File: config.mk
export PLATFORM = sky130hd
export DESIGN_NAME = hazard_scoreboard
export DESIGN_NICKNAME = d
export VERILOG_FILES = /design/src/rtl/hazard_scoreboard_pkg.sv /design/src/rtl/hazard_scoreboard_long_op_tracker.sv /design/src/rtl/hazard_scoreboard.sv
export SDC_FILE = /design/constraint.sdc
export NUM_CORES = 1
export LEC_CHECK = 0
export ABC_AREA = 1
export CORE_AREA = 2 2 77 79
export DETAILED_ROUTE_END_ITERATION = 8
export DIE_AREA = 0 0 79 81
export DONT_BUFFER_PORTS = 1
export GPL_ROUTABILITY_DRIVEN = 0
export PLACE_DENSITY_LB_ADDON = 0.15
export SETUP_SLACK_MARGIN = 0.05
export SLEW_MARGIN = 20
export SYNTH_ARGS = -nofsm -noshare
export SYNTH_HDL_FRONTEND = slang
export SYNTH_HIERARCHICAL = 1
export SYNTH_SLANG_ARGS = --single-unit
File: constraint.sdc
create_clock -name clk -period 2.45 [get_ports clk]
set_input_delay 0.49 -clock clk [delete_from_list [all_inputs] [get_ports clk]]
set_output_delay 0.49 -clock clk [all_outputs]
set_load 0.005 [all_outputs]
File: src/rtl/hazard_scoreboard_pkg.sv
// Shared constants for the hazard scoreboard: forwarding mux selects and
// default widths for register indices, long-op latency and perf counters.
package hazard_scoreboard_pkg;

  localparam logic [1:0] FWD_RF  = 2'b00;
  localparam logic [1:0] FWD_WB  = 2'b01;
  localparam logic [1:0] FWD_MEM = 2'b10;

  localparam int NREGW_DEFAULT = 5;
  localparam int LATW_DEFAULT  = 4;
  localparam int CNTW_DEFAULT  = 16;

endpackage

File: src/rtl/hazard_scoreboard_long_op_tracker.sv
// Tracks the single outstanding long-latency op: its destination register and
// a down-counter that flags completion for exactly one cycle.
module long_op_tracker
  import hazard_scoreboard_pkg::*;
#(
  parameter int NREGW = NREGW_DEFAULT,
  parameter int LATW  = LATW_DEFAULT
) (
  input  logic             clk,
  input  logic             rst,
  input  logic             issue,
  input  logic [NREGW-1:0] issueRd,
  input  logic [LATW-1:0]  issueLat,
  output logic             busy,
  output logic [NREGW-1:0] busyRd,
  output logic             done
);

  logic [LATW-1:0] counter;
  logic [LATW-1:0] loadLat;

  // A zero latency still needs one cycle to report completion.
  assign loadLat = (issueLat == '0) ? LATW'(1) : issueLat;
  assign done    = busy && (counter == LATW'(1));

  always_ff @(posedge clk) begin
    if (rst) begin
      busy    <= 1'b0;
      busyRd  <= '0;
      counter <= '0;
    end else if (issue) begin
      busy    <= 1'b1;
      busyRd  <= issueRd;
      counter <= loadLat;
    end else if (busy) begin
      counter <= counter - LATW'(1);
      if (done) begin
        busy <= 1'b0;
      end
    end
  end

endmodule

File: src/rtl/hazard_scoreboard.sv
// Pipeline hazard unit: operand forwarding, load-use / long-op stalls,
// branch flushes, a long-op tracker and saturating stall/flush counters.
module hazard_scoreboard
  import hazard_scoreboard_pkg::*;
#(
  parameter int NREGW = NREGW_DEFAULT,
  parameter int LATW  = LATW_DEFAULT,
  parameter int CNTW  = CNTW_DEFAULT
) (
  input  logic             clk,
  input  logic             rst,
  input  logic [NREGW-1:0] rs1_d,
  input  logic [NREGW-1:0] rs2_d,
  input  logic [NREGW-1:0] rd_d,
  input  logic             regwrite_d,
  input  logic             long_d,
  input  logic [LATW-1:0]  lat_d,
  input  logic [NREGW-1:0] rs1_e,
  input  logic [NREGW-1:0] rs2_e,
  input  logic [NREGW-1:0] rd_e,
  input  logic             regwrite_e,
  input  logic             resultsrc_e,
  input  logic             pcsrc_e,
  input  logic [NREGW-1:0] rd_m,
  input  logic             regwrite_m,
  input  logic [NREGW-1:0] rd_w,
  input  logic             regwrite_w,
  input  logic             clr_cnt,
  output logic             stall_f,
  output logic             stall_d,
  output logic             flush_d,
  output logic             flush_e,
  output logic [1:0]       forward_ae,
  output logic [1:0]       forward_be,
  output logic             long_busy,
  output logic [NREGW-1:0] long_rd,
  output logic             long_done,
  output logic [CNTW-1:0]  stall_cnt,
  output logic [CNTW-1:0]  flush_cnt
);

  logic loadUse;
  logic longHazard;
  logic structHazard;
  logic stall;
  logic issue;

  function automatic logic [1:0] fwdSel(input logic [NREGW-1:0] rs,
                                        input logic             wrM,
                                        input logic [NREGW-1:0] rdM,
                                        input logic             wrW,
                                        input logic [NREGW-1:0] rdW);
    if (wrM && rdM != '0 && rdM == rs)      return FWD_MEM;
    else if (wrW && rdW != '0 && rdW == rs) return FWD_WB;
    else                                    return FWD_RF;
  endfunction

  always_comb begin
    forward_ae = fwdSel(rs1_e, regwrite_m, rd_m, regwrite_w, rd_w);
    forward_be = fwdSel(rs2_e, regwrite_m, rd_m, regwrite_w, rd_w);
  end

  // A completing long op no longer blocks anyone in its done cycle.
  always_comb begin
    loadUse      = resultsrc_e && regwrite_e && rd_e != '0 &&
                   (rd_e == rs1_d || rd_e == rs2_d);
    longHazard   = long_busy && !long_done && long_rd != '0 &&
                   (long_rd == rs1_d || long_rd == rs2_d ||
                    (regwrite_d && long_rd == rd_d));
    structHazard = long_d && long_busy && !long_done;
    stall        = (loadUse || longHazard || structHazard) && !pcsrc_e;
    issue        = long_d && !stall && !pcsrc_e;
    stall_f      = stall;
    stall_d      = stall;
    flush_d      = pcsrc_e;
    flush_e      = pcsrc_e || stall;
  end

  long_op_tracker #(
    .NREGW(NREGW),
    .LATW (LATW)
  ) uTracker (
    .clk     (clk),
    .rst     (rst),
    .issue   (issue),
    .issueRd (rd_d),
    .issueLat(lat_d),
    .busy    (long_busy),
    .busyRd  (long_rd),
    .done    (long_done)
  );

  // Counters hold at all-ones; a clear wins over a same-cycle increment.
  always_ff @(posedge clk) begin
    if (rst || clr_cnt) begin
      stall_cnt <= '0;
      flush_cnt <= '0;
    end else begin
      if (stall_d && stall_cnt != '1) begin
        stall_cnt <= stall_cnt + CNTW'(1);
      end
      if (pcsrc_e && flush_cnt != '1) begin
        flush_cnt <= flush_cnt + CNTW'(1);
      end
    end
  end

endmodule
# [Word-level counts from Yosys, hierarchy flattened]
# Cells that the tools add are included.
[totals] reg_bits=42 latchBits=0 ram_bits=0 mem_bits_ro=0 inputBits=54 wordCells=67 n_memories=0
[op_classes] n_addsub=3 n_mul=0 div=0 n_lt_le_gt_ge=0 n_eq_ne=12 shift=0 mux=10 bitwise=0 reduce_logical=37
[op_table] op="5-bit == test" n=9
[op_table] op="16-bit by 1-bit adder with 16-bit output (second input constant)" n=2
[op_table] op="16-bit inequality test (second input constant)" n=2
[op_table] op="1-bit logical AND" n=21
[op_table] op="5-bit nonzero test" n=4
[op_table] op="4-bit two-way mux" n=3
[op_table] op="1-bit logical OR" n=7
[op_table] op="1-bit two-way mux" n=5
[op_table] op="4-bit by 1-bit == test with 1-bit output (second input constant)" n=1
[op_table] op="4-bit zero test" n=1
[op_table] op="2-bit two-way mux" n=2
[op_table] op="4-bit by 1-bit subtractor with 4-bit output (second input constant)" n=1
[op_table] op="1-bit zero test" n=3
[op_table] op="2-bit nonzero test" n=1

# [Longest topological paths before layout]
# Gate-level depths: netlist (run 1).
[depth] ltp_word=13 mapped_depth=16 ltp_nobuf=15

# [Hierarchy]
# The synthesis (run 1) kept the hierarchy.
[by_module_without_submodules] mod="hazard_scoreboard" instances=1 cells_each=456 area_per_inst_um2=2700.1
[by_module_without_submodules] mod="long_op_tracker" instances=1 cells_each=68 area_per_inst_um2=504.2

# [Worst setup path before layout (run 1)]
# OpenSTA, ideal clock, no wires.
[synth_timing] kind="reg2out" startpoint="reg uTracker.counter[1]" endpoint="out stall_f" arrival_ps=1381 required_ps=1960 setup_slack_ps=579 path_stages_with_launch=9 n_path_buf=1 cell_sequence="dfxtp_1 inv_1 ha_1 nand2_1 nor2_1 nor3_1 a21oi_4 a21oi_1 buf_4"
[synth_via] elab_chain_cells=9
[synth_rtl] item="start: declaration" line_no="hazard_scoreboard_long_op_tracker.sv:19" text="logic [LATW-1:0] counter;"
[synth_rtl] item="start signal: assignment" line_no="hazard_scoreboard_long_op_tracker.sv:34" text="counter <= loadLat;"
[synth_rtl] item="start signal: assignment" line_no="hazard_scoreboard_long_op_tracker.sv:36" text="counter <= counter - LATW'(1);"
[synth_rtl] item="4-bit by 1-bit == test with 1-bit output *" line_no="hazard_scoreboard_long_op_tracker.sv:24" text="assign done = busy && (counter == LATW'(1));"
[synth_rtl] item="1-bit logical AND *" line_no="hazard_scoreboard_long_op_tracker.sv:24"
[synth_rtl] item="via long_done" line_no="hazard_scoreboard.sv:37" text="output logic long_done,"
[synth_rtl] item="1-bit zero test *" line_no="hazard_scoreboard.sv:67, hazard_scoreboard.sv:70"
[synth_rtl] item="1-bit logical AND (3 in series)" line_no="hazard_scoreboard.sv:67" text="longHazard = long_busy && !long_done && long_rd != '0 &&"
[synth_rtl] item="1-bit logical OR" line_no="hazard_scoreboard.sv:71" text="stall = (loadUse || longHazard || structHazard) && !pcsrc_e;"
[synth_rtl] item="1-bit logical OR *" line_no="hazard_scoreboard.sv:71"
[synth_rtl] item="1-bit logical AND *" line_no="hazard_scoreboard.sv:71"
[synth_rtl] item="end: declaration" line_no="hazard_scoreboard.sv:29" text="output logic stall_f,"
# Mark *: on every way through the listed nets, which the timed path passes. The rest lies on a longest branch.

# [Final worst setup path (run 1)]
[layout_timing] startpoint="reg uTracker.counter[1]" endpoint="out stall_d"
[layout_via] elab_chain_cells=9
[layout_rtl] item="4-bit by 1-bit == test with 1-bit output *" line_no="hazard_scoreboard_long_op_tracker.sv:24"
[layout_rtl] item="1-bit logical AND *" line_no="hazard_scoreboard_long_op_tracker.sv:24"
[layout_rtl] item="via long_done" line_no="hazard_scoreboard.sv:37"
[layout_rtl] item="1-bit zero test *" line_no="hazard_scoreboard.sv:67, hazard_scoreboard.sv:70"
[layout_rtl] item="1-bit logical AND (3 in series)" line_no="hazard_scoreboard.sv:67"
[layout_rtl] item="1-bit logical OR" line_no="hazard_scoreboard.sv:71"
[layout_rtl] item="1-bit logical OR *" line_no="hazard_scoreboard.sv:71"
[layout_rtl] item="1-bit logical AND *" line_no="hazard_scoreboard.sv:71"
[layout_rtl] item="end: declaration" line_no="hazard_scoreboard.sv:30" text="output logic stall_d,"
# Marked as above.

==> summary by stage, run 1 <==
Synthesis
The number of enable-type register cells in the synthesized netlist is 0. The count of warnings emitted by yosys is 6. In this run the cell area of the synthesized design comes to 3200 µm². Of the post-synthesis cell area, the part taken by muxes is 0%. The parity-gate share of the synthesized area counting xor and xnor cells is 9.57%. The simple-gate portion of the synthesized area is 39.3%. For this run, asynchronously set or reset flops after synthesis account for 0%. Synthesis produced a netlist whose cell count is 524. After synthesis the netlist holds a flip-flop and latch count of 42. The adder-cell area share of the yosys netlist is 1.56%. The synthesized net count is 582.

Counting distinct cell types in the post-synthesis netlist gives 39. The share of the Yosys chip area taken by registers is 26.2%. The dominant combinational cell family by area after synthesis is simple AND/OR/NAND/NOR gates. The mean instance size in the synthesized netlist is 6.12 µm². The share of the synthesized area in compound gates (AO/OA/AOI/OAI) is 8.67%. The top flip-flop cell by instance count after synthesis is sky130_fd_sc_hd__dfxtp_1.

Critical path
The type of destination of the critical path is a primary output. The slowest cell on the critical path is sky130_fd_sc_hd__dfxtp_1. The worst register-to-register path begins at uTracker/counter[1]$_SDFFE_PP0P_. For the worst setup path, the data required time is 1960 ps. The critical path contains buffers and inverters numbering 2 combined. For the worst flop-to-flop path, the logic depth is 16. The register-to-register path setup slack is 410 ps. The critical path arrival is 1700 ps. The maximum cell stage delay along the critical path is 370 ps. The critical path is of the flip-flop to primary output type. The endpoint of the worst register-to-register path is uTracker/counter[0]$_SDFFE_PP0P_. The worst setup path is launched from a flip-flop. The maximum fanout encountered on the critical timing path is 3.

Broken down by cell family, the worst path's largest delay share belongs to flip-flops. The signal on the critical path passes through inv_1 > ha_1 > nand2_1 > nor2_1 > nor2_1 > o21ai_0 > inv_1 > nand2_2 > a21oi_1.

Outcome
The run finished with clean final reports.

Final layout
The number of antenna diodes in the final layout is 0. The most frequent standard cell in the layout excluding fill and tap cells is sky130_fd_sc_hd__nand2_1. After routing the design area is 3370 µm².

The growth of design area from synthesis to finish is 5.08%. Of the cells placed in the final design, the portion with a size suffix greater than 1 is 7.21%. The total number of nets in the final design is 584.

Leaving out fill and tap cells, the most frequent cells in the layout are sky130_fd_sc_hd__nand2_1, sky130_fd_sc_hd__inv_1, sky130_fd_sc_hd__nor2_1, sky130_fd_sc_hd__dfxtp_1, sky130_fd_sc_hd__nand3_1.

Power
The standby leakage power is 0.00150 µW. The cell area power density is 425 nW/µm². The largest vdd supply drop is 0.232 mV.

The sum of internal, switching and leakage power is 1430 µW.

Global routing
Entering global routing, the biggest net connects 31 pins. Global routing consumed, on the met2 layer, 37.6% of the routing resources. The global-route wire length before repair is 11500 µm. In the global route stage, met1 resource usage came out at 28.0%. The via count of the first global-routing pass is 2664.

After global routing the overflow that remains totals 0. The global routing stage identified its most utilized layer as met2. The number of antenna violations at the first check in global routing was 0. The met3 demand-to-capacity share in global routing is 5.44%.

Across every metal layer, demand over resource in global routing totals 22.0%.

Floorplanning
The core region is 5680 µm². The number of standard-cell rows in the floorplan is 28. The floorplan step defined a die boundary enclosing 6400 µm². The die extent in x is 79 µm. The number of placed I/O pins is 101. The starting utilization of the core area is 56.5%.

The height of the die is 81 µm.

STA
The max-slew headroom at the worst pin is 60.5%. The number of failing setup endpoints in the final timing report is 0. Between clock sinks in the finished design, the worst skew comes to 7.33 ps. Setup repair after global routing left no endpoint under its margin. Static timing analysis puts the maximum clock frequency at 457 MHz. The total count of max-transition violations in the final report was 0.

After layout, the worst path uses 89.3% of the clock period. The time the worst path needs with I/O delays and setup is 2190 ps. The worst-margin pin slew is 591 ps. After routing, the total negative slack on setup checks comes to 0 ps. The number of hold-slack violations in the final timing report came to 0.

Routing
The first TritonRoute pass finished after 4 iterations. In the routed layout, each cell is associated on average with a via count of 5.15. In the routed design, unresolved DRC markers number 0.

The first-iteration detailed-routing DRC count is 127. The final wirelength is 7250 µm. The average wire per standard cell is 12.0 µm.

For this block, the via count after detailed routing is 3101. The post-detailed-route count of antenna-violating nets is 0.

Min path
The worst hold endpoint is uTracker/counter[3]$_SDFFE_PP0P_. The startpoint identified for the worst hold timing path is rst. The depth of the worst hold-timing path is 1. The class of the tightest hold or removal check is input port to flip-flop.

Job
The tool flagged a number of max-cap violations equal to 0.

Clocking
The number of setup buffers added after CTS is 0. The worst-case clock buffer depth is 2. Buffers inserted during clock tree synthesis total 5.

The number of resized instances in the post-cts repair step is 0. The tree is rooted in a sky130_fd_sc_hd__clkbuf_8. The clock-pin slew reported for the worst setup and hold paths after clock tree synthesis is 90 ps.

The clock net sink count is 42. The later pin in the worst-skew pair is clocked with a latency of 300 ps. The total of hold buffers inserted after clock tree synthesis is 0. TritonCTS built the clock tree. The H-tree level count is 2.

Place
The total placed instance area is 3270 µm². The placed wire-length estimate is 5590 µm. The count of buffers added on input and output ports is 0.
[report_power, final]
part           leakage, µW  internal, µW  total (µW)  switching (µW)
clock network    0.0000441           201         467             266
logic              0.00111          99.0         238             139
registers         0.000340           700         726            26.4
total              0.00150           999        1430             432
[cells in the mapped netlist, types with 2 or more instances]
cell type / instances / area share [%]
sky130_fd_sc_hd__inv_2: 4 / 0.47
sky130_fd_sc_hd__o21a_1: 2 / 0.47
sky130_fd_sc_hd__nand3_2: 4 / 1.2
sky130_fd_sc_hd__ha_1: 4 / 1.6
sky130_fd_sc_hd__nor2_1: 76 / 8.9
sky130_fd_sc_hd__or2_2: 2 / 0.39
sky130_fd_sc_hd__buf_2: 3 / 0.47
sky130_fd_sc_hd__buf_1: 3 / 0.35
sky130_fd_sc_hd__nand3_1: 34 / 5.3
sky130_fd_sc_hd__a21oi_2: 2 / 0.55
sky130_fd_sc_hd__nand4_1: 24 / 4.7
sky130_fd_sc_hd__xor2_1: 19 / 5.2
sky130_fd_sc_hd__o21ai_1: 5 / 0.78
sky130_fd_sc_hd__nand2_1: 116 / 14
sky130_fd_sc_hd__o21ai_0: 15 / 2.3
sky130_fd_sc_hd__and3_1: 2 / 0.39
sky130_fd_sc_hd__a21oi_1: 14 / 2.2
sky130_fd_sc_hd__inv_1: 96 / 11
sky130_fd_sc_hd__buf_4: 3 / 0.70
sky130_fd_sc_hd__dfxtp_1: 42 / 26
sky130_fd_sc_hd__nor3_1: 12 / 1.9
sky130_fd_sc_hd__nand2_2: 3 / 0.59
sky130_fd_sc_hd__xnor2_1: 16 / 4.4
sky130_fd_sc_hd__buf_6: 3 / 1.1
sky130_fd_sc_hd__o41ai_1: 2 / 0.55
sky130_fd_sc_hd__nor4_1: 5 / 0.98
[layer usage]
layer,part of all wire (%),vias to the layer above
met5,0,-
met4,0.94,0
met3,7.3,6
met2,45,91
met1,46,1363
li1,-,1641
[stage by stage]
stage	setup slack [ps]	util [%]	hold slack [ps]	std cells
finish	262	59.3	230	602
global route	103	59.3	220	602
CTS	133	59.2	223	602
detailed placement	403	57.6	509	594
global placement	457	57.6	502	594
floorplan	579	-	470	524
[state kept, by name (all words and copies together) (netlist names)]
signal / cells
flush_cnt: 16
stall_cnt: 16
uTracker/busy: 1
uTracker/busyRd: 5
uTracker/counter: 4
[logic make-up after synthesis]
family	count (synthesis)
xor+xnor	35
simple gates	283
compound gates	46
fa+ha+maj	4
buf+inv	114
flops	42
[worst max path at each step]
stage,start,cells after the start,endpoint
after floorplan,uTracker/counter[1]$_SDFFE_PP0P_,8,stall_f
after global placement,uTracker/counter[1]$_SDFFE_PP0P_,14,uTracker/counter[3]$_SDFFE_PP0P_
after detailed placement,uTracker/counter[1]$_SDFFE_PP0P_,11,stall_cnt[0]$_SDFFE_PP0P_
after CTS,uTracker/counter[1]$_SDFFE_PP0P_,7,stall_d
after global routing,uTracker/counter[1]$_SDFFE_PP0P_,9,stall_d
final,uTracker/counter[1]$_SDFFE_PP0P_,9,stall_d
[cell type report]
class                   instances  area, µm²
clock buffers                   5       68.8
clock inverters                 3       21.3
fillers                       564       2310
inverters                     101        384
multi-input cells             368       1900
flip-flops and latches         42        841
well taps                      75       93.8
repair buffers                  8       60.1
No activity file was read; power rests on OpenSTA's default activity.
==> run 2, diff against run 1 <==
--- a/config.mk
+++ b/config.mk
@@ -7,7 +7,7 @@
 export LEC_CHECK = 0
 export ABC_AREA = 1
-export CORE_AREA = 2 2 77 79
+export CORE_AREA = 2 2 93 95
 export DETAILED_ROUTE_END_ITERATION = 8
-export DIE_AREA = 0 0 79 81
+export DIE_AREA = 0 0 95 97
 export DONT_BUFFER_PORTS = 1
 export GPL_ROUTABILITY_DRIVEN = 0
==> constraint.sdc (replaced) <==
create_clock -name clk -period 2.45 [get_ports clk]
set_input_delay 0.3675 -clock clk [delete_from_list [all_inputs] [get_ports clk]]
set_output_delay 0.3675 -clock clk [all_outputs]
set_load 0.005 [all_outputs]
==> run 2 against run 1 <==
Effect of this change:
- worst setup slack improved by 80 ps
- flip-flop and latch count did not move
- sequential power barely moved
- sequential share of layout area fell by 0.28 points
- cell count rose by 4.3%
- cell area rose by 1.1%
- highest routed layer unchanged
==> summary by stage, run 2 (same netlist as run 1, synthesis figures left out) <==
Outcome
Run status: finished clean (unchanged).

Final layout
The most frequent standard cell in the layout excluding fill and tap cells is sky130_fd_sc_hd__nand2_1 (unchanged). The combined area of the multi-input logic cells is 1900 µm² (unchanged). The proportion of layout cells with a drive suffix above 1 is 6.69% (was 7.21%). The number of antenna repair diodes is 0 (unchanged). The growth of design area from synthesis to finish is 6.25% (was 5.08%). Top Registers: flush_cnt (16), stall_cnt (16), uTracker/busyRd (5) (unchanged). The count of non-filler cells in the finished layout is 628 (was 602). The area taken by flip-flops and latches is 841 µm² (unchanged). Top library cells by usage in the layout, fill and taps aside: sky130_fd_sc_hd__nand2_1, sky130_fd_sc_hd__inv_1, sky130_fd_sc_hd__nor2_1, sky130_fd_sc_hd__dfxtp_1, sky130_fd_sc_hd__nand3_1 (unchanged). The total of fill cells in the finished design is 895 (was 564). The total number of nets in the final design is 581 (was 584). The fraction of the core area covered by cells at the end of the flow is 41.9% (was 59.3%).

STA
The final worst-path cycle share came to 86.1% (was 89.3%). The worst setup skew after layout is 5.65 ps (was 7.33 ps). The number of failing setup endpoints in the final timing report is 0 (unchanged). The number of hold-slack violations in the final timing report is 0 (unchanged). RSZ-0062 raised after global routing: no (unchanged). The time the worst path needs with I/O delays and setup is 2110 ps (was 2190 ps). The max-slew headroom at the worst pin is 63.6% (was 60.5%). The top achievable clock speed is 474 MHz (was 457 MHz). The worst-margin pin slew was 539 ps (was 591 ps). The total count of max-transition violations in the final report is 0 (unchanged). The smallest hold slack is 127 ps (was 230 ps).

The final setup TNS is 0 ps (unchanged).

Critical path
The type of destination of the critical path is a primary output (unchanged). The family with the most delay on the worst path is simple AND/OR/NAND/NOR gates (was flip-flops). The slowest cell on the critical path is sky130_fd_sc_hd__dfxtp_1 (unchanged). The critical path class is flip-flop to primary output (unchanged). The register-to-register path setup slack is 420 ps (was 410 ps).

The required time of the critical path came to 2080 ps (was 1960 ps). The kind of launch point of the worst setup path is a flip-flop (unchanged). The maximum cell stage delay along the critical path is 350 ps (was 370 ps). List of cells traversed by the critical path: inv_1 > ha_1 > nand2_1 > nor2_2 > nor3_1 > a21oi_4 > a21oi_1 (was inv_1 > ha_1 > nand2_1 > nor2_1 > nor2_1 > o21ai_0 > inv_1 > nand2_2 > a21oi_1). The critical path arrival is 1740 ps (was 1700 ps). The combined buffer and inverter count along the critical path was 1 (was 2).

The maximum fanout encountered on the critical timing path is 3 (unchanged).

Routing
The average vias per placed instance was 4.88 (was 5.15). The met2 wire length is 3800 µm (was 3290 µm). The post-detailed-route count of antenna-violating nets came to 0 (unchanged).

The wire length on met1 is 3210 µm (was 3350 µm). The remaining routing DRC violations is 0 (unchanged). The length of routed met3 wiring came to 687 µm (was 532 µm).

The uppermost signal routing layer after detailed routing is met4 (unchanged). The total via count after detailed routing came to 3062 (was 3101). The average wire per standard cell came to 12.3 µm (was 12.0 µm). The final wirelength is 7740 µm (was 7250 µm).

The number of search-and-repair iterations in the first detailed-routing pass is 4 (unchanged). The first-iteration detailed-routing DRC count is 116 (was 127).

Floorplanning
The number of placed I/O pins was 101 (unchanged). The area of the placeable core was 8130 µm² (was 5680 µm²). The starting utilization of the core area is 39.4% (was 56.5%). The height of the die was 97 µm (was 81 µm). The die extent in x is 95 µm (was 79 µm). The die outline area came to 9220 µm² (was 6400 µm²). The number of standard-cell rows in the floorplan was 33 (was 28).

Clocking
The buffer count from post-CTS setup fixing was 0 (unchanged). The clock tree root buffer cell was sky130_fd_sc_hd__clkbuf_8 (unchanged). The H-tree level count is 2 (unchanged).

The TritonCTS clock tree is done (unchanged). The CTS buffer count is 5 (unchanged). The clock net sink count is 42 (unchanged). The clock-pin slew reported for the worst setup and hold paths after clock tree synthesis is 80 ps (was 90 ps). The clock insertion delay at the later pin of the skew report is 290 ps (was 300 ps). The worst-case clock buffer depth is 2 (unchanged).

Power
The sum of internal, switching and leakage power is 1520 µW (was 1430 µW). The largest vdd supply drop is 0.229 mV (was 0.232 mV). The cell area power density is 447 nW/µm² (was 425 nW/µm²). The standby leakage power is 0.00149 µW (was 0.00150 µW).

Global routing
The global-route wire length before repair is 13100 µm (was 11500 µm). The pin count of the biggest net entering global routing was 31 (unchanged). The total routing usage reported by global routing is 17.3% (was 22.0%). The via count of the first global-routing pass is 3035 (was 2664).

The number of antenna violations at the first check in global routing is 0 (unchanged). The total overflow reported by the global router is 0 (unchanged).

Place
The port buffer count is 0 (unchanged). The placed wire-length estimate came to 6130 µm (was 5590 µm). The number of instances in the placed design was 621 (was 594).

Job
The number of violations of the max-capacitance limit is 0 (unchanged).

Min path
The class of the tightest hold or removal check is input port to flip-flop (unchanged).
-- run 2: changes by cell type in the layout (fill, tap and decap cells not counted), sizes merged --
cell      change
buf           -3
clkbuf        +1
clkinv        -2
clkinvlp      -1
bufinv        +1
-- run 2: worst reg2reg max path: stages (launching register included) --
cell and delay (ps):
sky130_fd_sc_hd__dfxtp_1 350, sky130_fd_sc_hd__inv_1 60, sky130_fd_sc_hd__ha_1 180, sky130_fd_sc_hd__nand2_1 100, sky130_fd_sc_hd__nor2_2 60, sky130_fd_sc_hd__nor3_1 340, sky130_fd_sc_hd__a21oi_4 70, sky130_fd_sc_hd__nand2_2 390
sky130_fd_sc_hd__nand3_2 190, sky130_fd_sc_hd__nand2_1 100, sky130_fd_sc_hd__inv_1 40, sky130_fd_sc_hd__nor2_1 80
-- run 2: power breakdown --
group          switching, µW  internal, µW  total (µW)
Sequential              24.5           699         724
Combinational            139          98.2         237
Clock                    236           326         562
Total                    399          1120        1520
-- run 2: final timing paths --
| path | start | endpoint | cells past startpoint |
|---|---|---|---|
| worst min register to register | uTracker/counter[0]$_SDFFE_PP0P_ | uTracker/counter[0]$_SDFFE_PP0P_ | 2 |
| worst max register to register | uTracker/counter[1]$_SDFFE_PP0P_ | stall_cnt[5]$_SDFFE_PP0P_ | 11 |
| worst min-delay path | rst | uTracker/counter[0]$_SDFFE_PP0P_ | 1 |
| worst max-delay path | uTracker/counter[1]$_SDFFE_PP0P_ | stall_d | 7 |
-- run 2: cell type report --
cell class / instances / area share, %
clock buffer: 6 / 2.43
clock inverter: 1 / 0.882
inverter: 101 / 11.3
multi-input combinational: 368 / 55.8
sequential: 42 / 24.7
tap: 105 / 3.86
timing repair buffer: 5 / 1.10
-- run 2: metal layers --
layer	up-vias	GRT usage, %
li1	1644	-
met1	1322	19.5
met2	94	31.3
met3	2	5.22
met4	0	4.12
met5	-	0
-- run 2: what timing repair did --
item | CTS | global route
endpoints found under the hold margin | 0 | 0
hold buffers | 0 | 0
resized for setup | 0 | 1
endpoints found under the setup margin | 0 | 1
-- run 2: metrics by stage --
step	worst slack, ps	cell area [µm²]
3_5_place_dp	424	3290
6_report	342	3400
5_1_grt	110	3400
4_1_cts	322	3400
2_1_floorplan	664	3200
3_3_place_gp	479	3290
